**src/rtl/gouram_trace_pkg.sv**
```systemverilog
// Shared constants and helpers for the gouram multi-channel trace concentrator.
// Holds the channel-index width rule, the drop-counter width and the FIFO entry layout.
package gouram_trace_pkg;

  localparam int DROP_CNT_W = 16;

  typedef enum logic {
    OUT_EMPTY = 1'b0,
    OUT_HOLD  = 1'b1
  } out_state_e;

  function automatic int ch_idx_w(input int n);
    return (n <= 1) ? 1 : $clog2(n);
  endfunction

  // A FIFO entry is {timestamp, record}: timestamp in the upper bits, record in the lower bits.
  function automatic int entry_w(input int record_width, input int counter_width);
    return record_width + counter_width;
  endfunction

  function automatic int ts_lsb(input int record_width);
    return record_width;
  endfunction

endpackage

```
**src/rtl/gouram_trace_mux_if.sv**
```systemverilog
// Bundle of the per-channel trace inputs and the concentrated trace output stream.
interface gouram_trace_mux_if
  import gouram_trace_pkg::*;
#(
  parameter int NUM_CHANNELS  = 2,
  parameter int RECORD_WIDTH  = 128,
  parameter int COUNTER_WIDTH = 32,
  parameter int CH_IDX_W      = ch_idx_w(NUM_CHANNELS)
);
  logic [NUM_CHANNELS-1:0]              ch_valid_i;
  logic [NUM_CHANNELS*RECORD_WIDTH-1:0] ch_data_i;
  logic [NUM_CHANNELS-1:0]              ch_lock_o;
  logic                                 trace_valid_o;
  logic                                 trace_ready_i;
  logic [RECORD_WIDTH-1:0]              trace_data_o;
  logic [CH_IDX_W-1:0]                  trace_channel_o;
  logic [COUNTER_WIDTH-1:0]             trace_timestamp_o;
  logic [NUM_CHANNELS*DROP_CNT_W-1:0]   drop_count_o;
  logic [COUNTER_WIDTH-1:0]             counter_o;

  modport master (
    output ch_valid_i, ch_data_i, trace_ready_i,
    input  ch_lock_o, trace_valid_o, trace_data_o, trace_channel_o,
    input  trace_timestamp_o, drop_count_o, counter_o
  );

  modport slave (
    input  ch_valid_i, ch_data_i, trace_ready_i,
    output ch_lock_o, trace_valid_o, trace_data_o, trace_channel_o,
    output trace_timestamp_o, drop_count_o, counter_o
  );
endinterface

```
**src/rtl/gouram_trace_fifo.sv**
```systemverilog
// Single-clock FIFO holding timestamped trace entries for one channel.
// The caller only pushes when not full (or when popping in the same cycle) and only pops when not empty.
module gouram_trace_fifo #(
  parameter int WIDTH = 160,
  parameter int DEPTH = 8,
  parameter int CNT_W = $clog2(DEPTH) + 1
) (
  input  logic             clk,
  input  logic             rst,
  input  logic             push,
  input  logic             pop,
  input  logic [WIDTH-1:0] din,
  output logic [WIDTH-1:0] dout,
  output logic [CNT_W-1:0] count,
  output logic             full,
  output logic             empty
);
  localparam int AW = $clog2(DEPTH);

  logic [WIDTH-1:0] mem_r [DEPTH];
  logic [AW-1:0]    wr_ptr_r;
  logic [AW-1:0]    rd_ptr_r;
  logic [CNT_W-1:0] count_r;

  // Read/write pointers and occupancy; power-of-two depth lets pointers wrap naturally.
  always_ff @(posedge clk or posedge rst) begin
    if (rst) begin
      wr_ptr_r <= '0;
      rd_ptr_r <= '0;
      count_r  <= '0;
    end else begin
      if (push) wr_ptr_r <= wr_ptr_r + 1'b1;
      if (pop)  rd_ptr_r <= rd_ptr_r + 1'b1;
      case ({push, pop})
        2'b10:   count_r <= count_r + 1'b1;
        2'b01:   count_r <= count_r - 1'b1;
        default: count_r <= count_r;
      endcase
    end
  end

  // Storage array; contents need no reset because occupancy gates every read.
  always_ff @(posedge clk) begin
    if (push) mem_r[wr_ptr_r] <= din;
  end

  assign dout  = mem_r[rd_ptr_r];
  assign count = count_r;
  assign full  = (count_r == CNT_W'(DEPTH));
  assign empty = (count_r == '0);
endmodule

```
**src/rtl/gouram_trace_mux.sv**
```systemverilog
// Multi-channel trace concentrator: timestamps records, buffers them per channel and
// drains them round-robin onto one valid/ready stream with drop accounting.
module gouram_trace_mux
  import gouram_trace_pkg::*;
#(
  parameter int NUM_CHANNELS  = 2,
  parameter int RECORD_WIDTH  = 128,
  parameter int FIFO_DEPTH    = 8,
  parameter int COUNTER_WIDTH = 32
) (
  input logic             clk,
  input logic             rst,
  gouram_trace_mux_if.slave bus
);
  localparam int CH_IDX_W = ch_idx_w(NUM_CHANNELS);
  localparam int ENTRY_W  = entry_w(RECORD_WIDTH, COUNTER_WIDTH);
  localparam int TS_LSB   = ts_lsb(RECORD_WIDTH);
  localparam int CNT_W    = $clog2(FIFO_DEPTH) + 1;

  logic [COUNTER_WIDTH-1:0] counter_r;
  logic [NUM_CHANNELS-1:0]  fifo_push_s;
  logic [NUM_CHANNELS-1:0]  fifo_pop_s;
  logic [NUM_CHANNELS-1:0]  fifo_full_s;
  logic [NUM_CHANNELS-1:0]  fifo_empty_s;
  logic [ENTRY_W-1:0]       fifo_dout_s [NUM_CHANNELS];

  out_state_e               state_r;
  out_state_e               state_s;
  logic [CH_IDX_W-1:0]      rr_ptr_r;
  logic [CH_IDX_W-1:0]      grant_s;
  logic [CH_IDX_W-1:0]      scan_idx_s;
  logic                     grant_vld_s;
  logic                     load_s;
  logic [ENTRY_W-1:0]       grant_entry_s;
  logic [RECORD_WIDTH-1:0]  out_data_r;
  logic [CH_IDX_W-1:0]      out_ch_r;
  logic [COUNTER_WIDTH-1:0] out_ts_r;

  // Free-running timestamp counter, wraps at its width.
  always_ff @(posedge clk or posedge rst) begin
    if (rst) begin
      counter_r <= '0;
    end else begin
      counter_r <= counter_r + 1'b1;
    end
  end

  for (genvar g = 0; g < NUM_CHANNELS; g++) begin : g_ch
    logic [CNT_W-1:0]      fifo_count_s;
    logic [DROP_CNT_W-1:0] drop_cnt_r;

    // A full FIFO still accepts a push when its head leaves in the same cycle.
    assign fifo_pop_s[g]  = load_s && (grant_s == CH_IDX_W'(g));
    assign fifo_push_s[g] = bus.ch_valid_i[g] && (!fifo_full_s[g] || fifo_pop_s[g]);

    gouram_trace_fifo #(
      .WIDTH (ENTRY_W),
      .DEPTH (FIFO_DEPTH),
      .CNT_W (CNT_W)
    ) u_fifo (
      .clk   (clk),
      .rst   (rst),
      .push  (fifo_push_s[g]),
      .pop   (fifo_pop_s[g]),
      .din   ({counter_r, bus.ch_data_i[g*RECORD_WIDTH +: RECORD_WIDTH]}),
      .dout  (fifo_dout_s[g]),
      .count (fifo_count_s),
      .full  (fifo_full_s[g]),
      .empty (fifo_empty_s[g])
    );

    // Saturating count of records refused because the channel FIFO was full.
    always_ff @(posedge clk or posedge rst) begin
      if (rst) begin
        drop_cnt_r <= '0;
      end else if (bus.ch_valid_i[g] && !fifo_push_s[g] && (drop_cnt_r != {DROP_CNT_W{1'b1}})) begin
        drop_cnt_r <= drop_cnt_r + 1'b1;
      end else begin
        drop_cnt_r <= drop_cnt_r;
      end
    end

    assign bus.ch_lock_o[g] = (fifo_count_s >= CNT_W'(FIFO_DEPTH - 1));
    assign bus.drop_count_o[g*DROP_CNT_W +: DROP_CNT_W] = drop_cnt_r;
  end

  // Round-robin arbiter: first non-empty channel after the last granted one.
  always_comb begin
    grant_s     = '0;
    grant_vld_s = 1'b0;
    scan_idx_s  = '0;
    for (int k = 1; k <= NUM_CHANNELS; k++) begin
      scan_idx_s = CH_IDX_W'((int'(rr_ptr_r) + k) % NUM_CHANNELS);
      if (!grant_vld_s && !fifo_empty_s[scan_idx_s]) begin
        grant_vld_s = 1'b1;
        grant_s     = scan_idx_s;
      end else begin
        grant_vld_s = grant_vld_s;
      end
    end
  end

  // Select the head entry of the granted channel.
  always_comb begin
    grant_entry_s = '0;
    for (int i = 0; i < NUM_CHANNELS; i++) begin
      if (grant_s == CH_IDX_W'(i)) begin
        grant_entry_s = fifo_dout_s[i];
      end else begin
        grant_entry_s = grant_entry_s;
      end
    end
  end

  // Output FSM next state; a load may overlap the handshake that frees the slot.
  always_comb begin
    state_s = state_r;
    load_s  = 1'b0;
    case (state_r)
      OUT_EMPTY: begin
        if (grant_vld_s) begin
          load_s  = 1'b1;
          state_s = OUT_HOLD;
        end else begin
          state_s = OUT_EMPTY;
        end
      end
      OUT_HOLD: begin
        if (bus.trace_ready_i && grant_vld_s) begin
          load_s  = 1'b1;
          state_s = OUT_HOLD;
        end else if (bus.trace_ready_i) begin
          state_s = OUT_EMPTY;
        end else begin
          state_s = OUT_HOLD;
        end
      end
      default: begin
        state_s = OUT_EMPTY;
      end
    endcase
  end

  // Output state, arbitration pointer and held record.
  always_ff @(posedge clk or posedge rst) begin
    if (rst) begin
      state_r    <= OUT_EMPTY;
      rr_ptr_r   <= CH_IDX_W'(NUM_CHANNELS - 1);
      out_data_r <= '0;
      out_ch_r   <= '0;
      out_ts_r   <= '0;
    end else begin
      state_r <= state_s;
      if (load_s) begin
        rr_ptr_r   <= grant_s;
        out_data_r <= grant_entry_s[RECORD_WIDTH-1:0];
        out_ch_r   <= grant_s;
        out_ts_r   <= grant_entry_s[TS_LSB +: COUNTER_WIDTH];
      end else begin
        rr_ptr_r   <= rr_ptr_r;
        out_data_r <= out_data_r;
        out_ch_r   <= out_ch_r;
        out_ts_r   <= out_ts_r;
      end
    end
  end

  assign bus.trace_valid_o     = (state_r == OUT_HOLD);
  assign bus.trace_data_o      = out_data_r;
  assign bus.trace_channel_o   = out_ch_r;
  assign bus.trace_timestamp_o = out_ts_r;
  assign bus.counter_o         = counter_r;
endmodule

```
**src/flat_wrapper.sv**
```systemverilog
// flat-port wrapper written by rule: the top's interface ports become plain ports
module gouram_trace_mux_flat import gouram_trace_pkg::*;
#(
  parameter int NUM_CHANNELS  = 2,
  parameter int RECORD_WIDTH  = 128,
  parameter int FIFO_DEPTH    = 8,
  parameter int COUNTER_WIDTH = 32
)
  (clk, rst, bus_ch_valid_i, bus_ch_data_i, bus_trace_ready_i, bus_ch_lock_o, bus_trace_valid_o, bus_trace_data_o, bus_trace_channel_o, bus_trace_timestamp_o, bus_drop_count_o, bus_counter_o);
  gouram_trace_mux_if #(.NUM_CHANNELS(NUM_CHANNELS), .RECORD_WIDTH(RECORD_WIDTH), .COUNTER_WIDTH(COUNTER_WIDTH)) bus_i ();
  input logic clk;
  input logic rst;
  input wire logic [$bits(bus_i.ch_valid_i)-1:0] bus_ch_valid_i;
  input wire logic [$bits(bus_i.ch_data_i)-1:0] bus_ch_data_i;
  input wire logic [$bits(bus_i.trace_ready_i)-1:0] bus_trace_ready_i;
  output wire logic [$bits(bus_i.ch_lock_o)-1:0] bus_ch_lock_o;
  output wire logic [$bits(bus_i.trace_valid_o)-1:0] bus_trace_valid_o;
  output wire logic [$bits(bus_i.trace_data_o)-1:0] bus_trace_data_o;
  output wire logic [$bits(bus_i.trace_channel_o)-1:0] bus_trace_channel_o;
  output wire logic [$bits(bus_i.trace_timestamp_o)-1:0] bus_trace_timestamp_o;
  output wire logic [$bits(bus_i.drop_count_o)-1:0] bus_drop_count_o;
  output wire logic [$bits(bus_i.counter_o)-1:0] bus_counter_o;
  assign bus_i.ch_valid_i = bus_ch_valid_i;
  assign bus_i.ch_data_i = bus_ch_data_i;
  assign bus_i.trace_ready_i = bus_trace_ready_i;
  assign bus_ch_lock_o = bus_i.ch_lock_o;
  assign bus_trace_valid_o = bus_i.trace_valid_o;
  assign bus_trace_data_o = bus_i.trace_data_o;
  assign bus_trace_channel_o = bus_i.trace_channel_o;
  assign bus_trace_timestamp_o = bus_i.trace_timestamp_o;
  assign bus_drop_count_o = bus_i.drop_count_o;
  assign bus_counter_o = bus_i.counter_o;
  gouram_trace_mux #(.NUM_CHANNELS(NUM_CHANNELS), .RECORD_WIDTH(RECORD_WIDTH), .FIFO_DEPTH(FIFO_DEPTH), .COUNTER_WIDTH(COUNTER_WIDTH)) u_core (.clk(clk), .rst(rst), .bus(bus_i));
endmodule
```
**config.mk**
```make
export PLATFORM = sky130hd
export DESIGN_NAME = gouram_trace_mux_flat
export DESIGN_NICKNAME = d
export VERILOG_FILES = /design/src/rtl/gouram_trace_pkg.sv /design/src/rtl/gouram_trace_mux_if.sv /design/src/rtl/gouram_trace_fifo.sv /design/src/rtl/gouram_trace_mux.sv /design/src/flat_wrapper.sv
export SDC_FILE = /design/constraint.sdc
export NUM_CORES = 2
export LEC_CHECK = 0
export ABC_AREA = 1
export CAP_MARGIN = 0
export CORE_MARGIN = 1.5
export CORE_UTILIZATION = 45
export DETAILED_ROUTE_END_ITERATION = 16
export SLEW_MARGIN = 40
export SYNTH_ARGS = -nofsm -noshare
export SYNTH_HDL_FRONTEND = slang
export SYNTH_SLANG_ARGS = --single-unit
```
**constraint.sdc**
```tcl
create_clock -name clk -period 28.1 [get_ports clk]
set_input_delay 4.215 -clock clk [delete_from_list [all_inputs] [get_ports clk]]
set_output_delay 4.215 -clock clk [all_outputs]
set_load 0.03 [all_outputs]
```
Word level (Yosys, flattened, before mapping)
Memories as Yosys holds them, arrays and structs flattened.
Cells that the tools add are included.
{"block": "totals", "memories": 2, "ramBits": 2560, "ff_bits": 247, "output_inout_bits": 228, "elab_cells": 85, "inputBits": 261}
{"name": "u_core.g_ch[0].u_fifo.mem_r", "words": 8, "word_bits": 160, "rd": 1, "rd_clocked_by_memory_dff": 0, "wr": 1, "line_no": "gouram_trace_fifo.sv:20", "source": "logic [WIDTH-1:0] mem_r [DEPTH];"}
{"name": "u_core.g_ch[1].u_fifo.mem_r", "words": 8, "word_bits": 160, "rd": 1, "rd_clocked_by_memory_dff": 0, "wr": 1, "line_no": "gouram_trace_fifo.sv:20"}
{"block": "op_classes", "magnitude_cmp": 4, "muxes": 21, "reduce_logical": 21, "bitwise": 2, "n_addsub": 13, "n_eq_ne": 8}
{"cell": "160-bit two-way mux", "count": 1}
{"cell": "16-bit by 1-bit adder with 16-bit output, second input constant", "count": 2}
{"cell": "32-bit by 1-bit adder with 32-bit output, second input constant", "count": 1}
{"cell": "16-bit != test, second input constant", "count": 2}
{"cell": "1-bit two-way mux", "count": 16}
{"cell": "4-bit case mux with 2 select lines", "count": 2}
{"cell": "3-bit by 1-bit adder with 3-bit output, second input constant", "count": 4}
{"cell": "1-bit logical AND", "count": 10}
{"cell": "4-bit by 1-bit adder with 4-bit output, second input constant", "count": 2}
{"cell": "4-bit == test, second input constant", "count": 2}
{"cell": "4-bit by 3-bit >= comparator with 1-bit output, second input constant", "count": 2}
{"cell": "4-bit zero test", "count": 2}
{"cell": "4-bit by 1-bit subtractor with 4-bit output, second input constant", "count": 2}
{"cell": "1-bit zero test", "count": 5}
{"cell": "2-bit by 1-bit == test with 1-bit output, second input constant", "count": 2}
{"cell": "2-bit == test, second input constant", "count": 2}
{"cell": "1-bit by 2-bit < comparator with 1-bit output, second input constant", "count": 2}
{"cell": "1-bit case mux with 2 select lines", "count": 2}
{"cell": "2-bit nonzero test", "count": 2}
{"cell": "1-bit adder, second input constant", "count": 2}
{"cell": "1-bit logical OR", "count": 2}
{"cell": "1-bit inverter", "count": 2}

Depth between registers and ports, before layout
{"block": "depth", "word_depth": 15, "ltp_mapped": 20, "ltp_nobuf": 19}

By module
A second synthesis with hierarchy kept.
{"block": "unflattened", "hier_cells": 9308, "area_unflattened_um2": 111610.8}
{"module": "gouram_trace_fifo", "cells_per_inst": 4007, "n_inst": 2, "seq_area_each_um2": 38687.1, "area_per_inst_um2": 50444.6}
{"module": "gouram_trace_mux", "cells_per_inst": 1294, "n_inst": 1, "seq_area_each_um2": 5681.7, "area_per_inst_um2": 10721.5}

Worst setup path before layout
OpenSTA, ideal clock, no wires.
{"block": "synth_path", "path_kind": "input port to flip-flop", "from": "input bus_trace_ready_i", "to": "memory u_core.g_ch[0].u_fifo.mem_r[6][0], enable pin", "setup_time_ns": 0.877, "path_slack_ns": 11.549, "cell_stages": 7, "n_path_buf": 1, "arrival_ns": 15.674, "required_ns": 27.223, "cell_sequence": "inv_1 > nand2_1 > nand3_2 > nand2_2 > nand2_1 > buf_2 > nor3_1"}
{"block": "synth_between", "elab_chain_cells": 8}
{"element": "start, declared", "line_no": "flat_wrapper.sv:15", "source": "input wire logic [$bits(bus_i.trace_ready_i)-1:0] bus_trace_ready_i;"}
{"element": "1-bit logical AND", "line_no": "gouram_trace_mux.sv:129", "source": "if (bus.trace_ready_i && grant_vld_s) begin"}
{"element": "1-bit two-way mux", "line_no": "gouram_trace_mux.sv:129"}
{"element": "1-bit case mux with 2 select lines", "line_no": "gouram_trace_mux.sv:119", "source": "case (state_r)"}
{"element": "1-bit logical AND", "line_no": "gouram_trace_mux.sv:53", "source": "assign fifo_pop_s[g] = load_s && (grant_s == CH_IDX_W'(g));"}
{"element": "1-bit logical OR", "line_no": "gouram_trace_mux.sv:54", "source": "assign fifo_push_s[g] = bus.ch_valid_i[g] && (!fifo_full_s[g] || fifo_pop_s[g]);"}
{"element": "1-bit logical AND", "line_no": "gouram_trace_mux.sv:54"}
{"element": "1-bit two-way mux", "line_no": "gouram_trace_fifo.sv:44", "source": "if (push) mem_r[wr_ptr_r] <= din;"}
{"element": "1-bit two-way mux (implied by the code)", "line_no": "gouram_trace_fifo.sv:44"}
{"element": "end, declared", "line_no": "gouram_trace_fifo.sv:20"}
Every way passes these cells.

Worst setup path after layout
{"block": "layout_path", "from": "input bus_trace_ready_i", "to": "memory u_core.g_ch[0].u_fifo.mem_r[3][146], enable pin"}
The elaborated chain is that of the path after synthesis.

==> reports/metrics.cfg <==
[status]
status = complete, no violations

[logic_synthesis]
syn-cell-area_mm2 = 0.110
yosys.area.top_type = edfxtp_1
synth_area_leaders = edfxtp_1 70%, nor2_1 5.9%, dfrtp_1 5.6%
synth_cell_type_count = 42
synth_top_cell_area_share = 0.701
yosysMostFrequentCell = edfxtp_1
syn_avg_cell_area_um2 = 13.5
yosysWarnings = 0
synth_top_family_by_area = compound AO/OA/AOI/OAI gates
synth-seq-cells = 2807
synth_ff_type = edfxtp_1
synth_edf_count = 2560
synth_compound_area_frac = 0.114
seq_area_frac_synth = 0.757
netlist_top_cells_count = 2560 x edfxtp_1, 1718 x nor2_1, 1211 x o21ai_0, 412 x nand2_1, 379 x nand3_1
yosys.area_share.simple = 0.0944
syn_inst = 8102
synthAdderAreaFrac = 0.00162
synthXorXnorAreaFrac = 0.00567
synthMuxAreaShare = 0
syn_nets = 8376
async_reset_ff_frac = 0.0880

[sta]
skew_ps = 37.7
rsz0062_at_grt = false
fmax_mhz = 129
fin_tns_setup_ps = 0
finalCritPeriodShare = 0.276
worst_slew_pin_slew_ps = 1010
drv_slew = 0
hold_violations = 0
setup_viol = 0
timing.final.crit_period_ps = 7760
max-slew-margin-rel = 0.325
setup_ws_ps = 20340

[detailed_routing]
firstDrtPassIters = 8
wire_per_inst_um = 28.0
drt-total-wl_um = 335000
drc_errors = 0
postRouteAntennaNets = 0
vias = 69600
viasPerCell = 5.83
drt_iter0_drc = 7314

[critical_path]
cp_max_fo = 53
r2r-end = u_core.g_ch[0].u_fifo.mem_r[3][146]
crit_required_ps = 28660
arrival_ps = 8320
critPathMaxStageDelay_ps = 640
cp-end-kind = register
reg2reg_depth = 11
worstPathCellList = clkdlybuf4s50_1 > inv_1 > nand2_1 > nand3_2 > nand2_2 > nand2_1 > nor3_4 > buf_4 > buf_6 > buf_4
rrSetupSlack_ps = 23710
path_buf_inv = 5
crit_family = buffers and inverters
worst-setup-path-type = in -> reg
cp-start-kind = primary input
rr_startpoint = u_core.g_ch[0].u_fifo.count[0]
crit_path_top_delay_cell = buf_4

[worst_hold_path]
whs_endpoint = u_core.rr_ptr_r
hold_path_class = reg -> reg
min_from = u_core.rr_ptr_r
whs_path_depth = 2

[grt]
grt_pass1_vias = 66000
overflow = 0
grt_pass1_wl_um = 474000
antenna_found_initial = 58
grt_max_degree = 197
grt_use_total = 0.266

[final_layout]
final_nets = 8775
final_area_mm2 = 0.128
area_growth_pct = 16.3
drive_above_1_share = 0.0784
final_cell_count_no_fill = 11900
nFillCells = 20000

[clocking]
cts-resized-gates = 0
hold_buffers = 0
cts_made_buffers = 309
clock_sinks = 2807
cts-root-buf = clkbuf_16
cts.path.max_buffers = 4
cts_tree = built
cts_htree_levels = 5
clk_pin_slew_ps = 60
clk_latency_ps = 940
cts_setup_buffers = 0

[place]
dp_hpwl_um = 200000
numPortBuffers = 488
gp_congestion = 0.878
post-place-ws_ps = 19220
place_inst = 11400
placed_area_mm2 = 0.118

[floorplan]
die-width_um = 497
core-area_mm2 = 0.243
dieHeight_um = 497
fp.dieArea_mm2 = 0.247
rows = 181
io_pins = 489
start_util = 0.452

[flow_run]
drv_cap = 0

[pwr]
leakage_uw = 0.0423
vdd_ir_drop_max_mv = 0.0754
power_density_mw_per_mm2 = 110

## state kept, by name, summed over array words and instances, names as in the netlist
signal and flops:
u_core.bus.counter_o 32, u_core.g_ch.drop_cnt_r 32, u_core.bus.trace_data_o 128, u_core.bus.trace_channel_o 1
u_core.g_ch.u_fifo.mem_r 2560, u_core.bus.trace_valid_o 1, u_core.rr_ptr_r 1, u_core.g_ch.u_fifo.count 8
u_core.g_ch.u_fifo.wr_ptr_r 6, u_core.g_ch.u_fifo.rd_ptr_r 6, u_core.bus.trace_timestamp_o 32
## worst register-to-register path: stages (launching register included)
cell     delay [ps]
dfrtp_1         410
nor2_2           60
nand2_1         130
inv_2            60
nand2_2         130
nand3_2         140
nand2_2         140
nand2_1         370
nor3_4          590
buf_4           590
buf_6           650
buf_4           720
## power by group
group	total [uW]	internal [uW]	leakage (uW)	switching (uW)
combinational	4570	1220	0.0112	3350
clock	3890	2290	0.00468	1600
sequential	5610	5280	0.0264	334
total	14100	8790	0.0423	5280
## area by class of cell
type                            instances  area (um^2)  area share
Multi-Input combinational cell       4672        23800       0.187
Clock buffer                          414         8460      0.0663
Antenna cell                           16         40.0    0.000314
Timing Repair Buffer                  642         6710      0.0526
Inverter                               69          322     0.00252
Sequential cell                      2807        83100       0.651
Clock inverter                        126         1140     0.00896
Tap cell                             3202         4010      0.0314
## layer usage
| metal | wire length, um | GRT usage | up-vias |
|---|---|---|---|
| li1 | - | - | 30900 |
| met1 | 124000 | 0.325 | 35100 |
| met2 | 165000 | 0.442 | 2871 |
| met3 | 24300 | 0.0525 | 690 |
| met4 | 21500 | 0.153 | 48 |
| met5 | 277 | 0 | - |
## metrics by stage
step / utilization / power [uW] / hold slack [ps]
global placement: 0.483 / 10200 / 455
finish: 0.526 / 14100 / 465
floorplan: - / 8470 / 443
detailed placement: 0.485 / 10200 / 458
global route: 0.525 / 14600 / 507
CTS: 0.524 / 14100 / 467
## cells by family after synthesis
group	Yosys count
buffers and inverters	623
adder cells (fa/ha/maj)	13
AO/OA/AOI/OAI	2005
flip-flops	2807
XOR/XNOR	71
AND/OR/NAND/NOR	2583
## worst max path at each step
stage                      startpoint                                   to  slack (ps)  cells after the start
global route        bus_trace_ready_i  u_core.g_ch[0].u_fifo.mem_r[3][157]       20180                     10
CTS                 bus_trace_ready_i  u_core.g_ch[0].u_fifo.mem_r[3][146]       20200                     10
global placement    bus_trace_ready_i  u_core.g_ch[0].u_fifo.mem_r[3][145]       19040                     10
detailed placement  bus_trace_ready_i  u_core.g_ch[0].u_fifo.mem_r[3][146]       19220                     10
floorplan           bus_trace_ready_i    u_core.g_ch[0].u_fifo.mem_r[6][0]       11550                      7
finish              bus_trace_ready_i  u_core.g_ch[0].u_fifo.mem_r[3][146]       20340                     10
## placed cells by master, fill, tap and decap left out, types with 64 or more instances in the layout
cell and n:
o211a_1 64, edfxtp_1 2560, nand3_1 379, clkbuf_16 316
clkbuf_1 80, o21ai_1 81, o21ai_0 1211, dfrtp_1 235
buf_4 80, nand2_1 412, clkdlybuf4s50_1 488, o221ai_1 231
nor2_1 1718, o211ai_1 354
(Power assumes the default switching activity.)
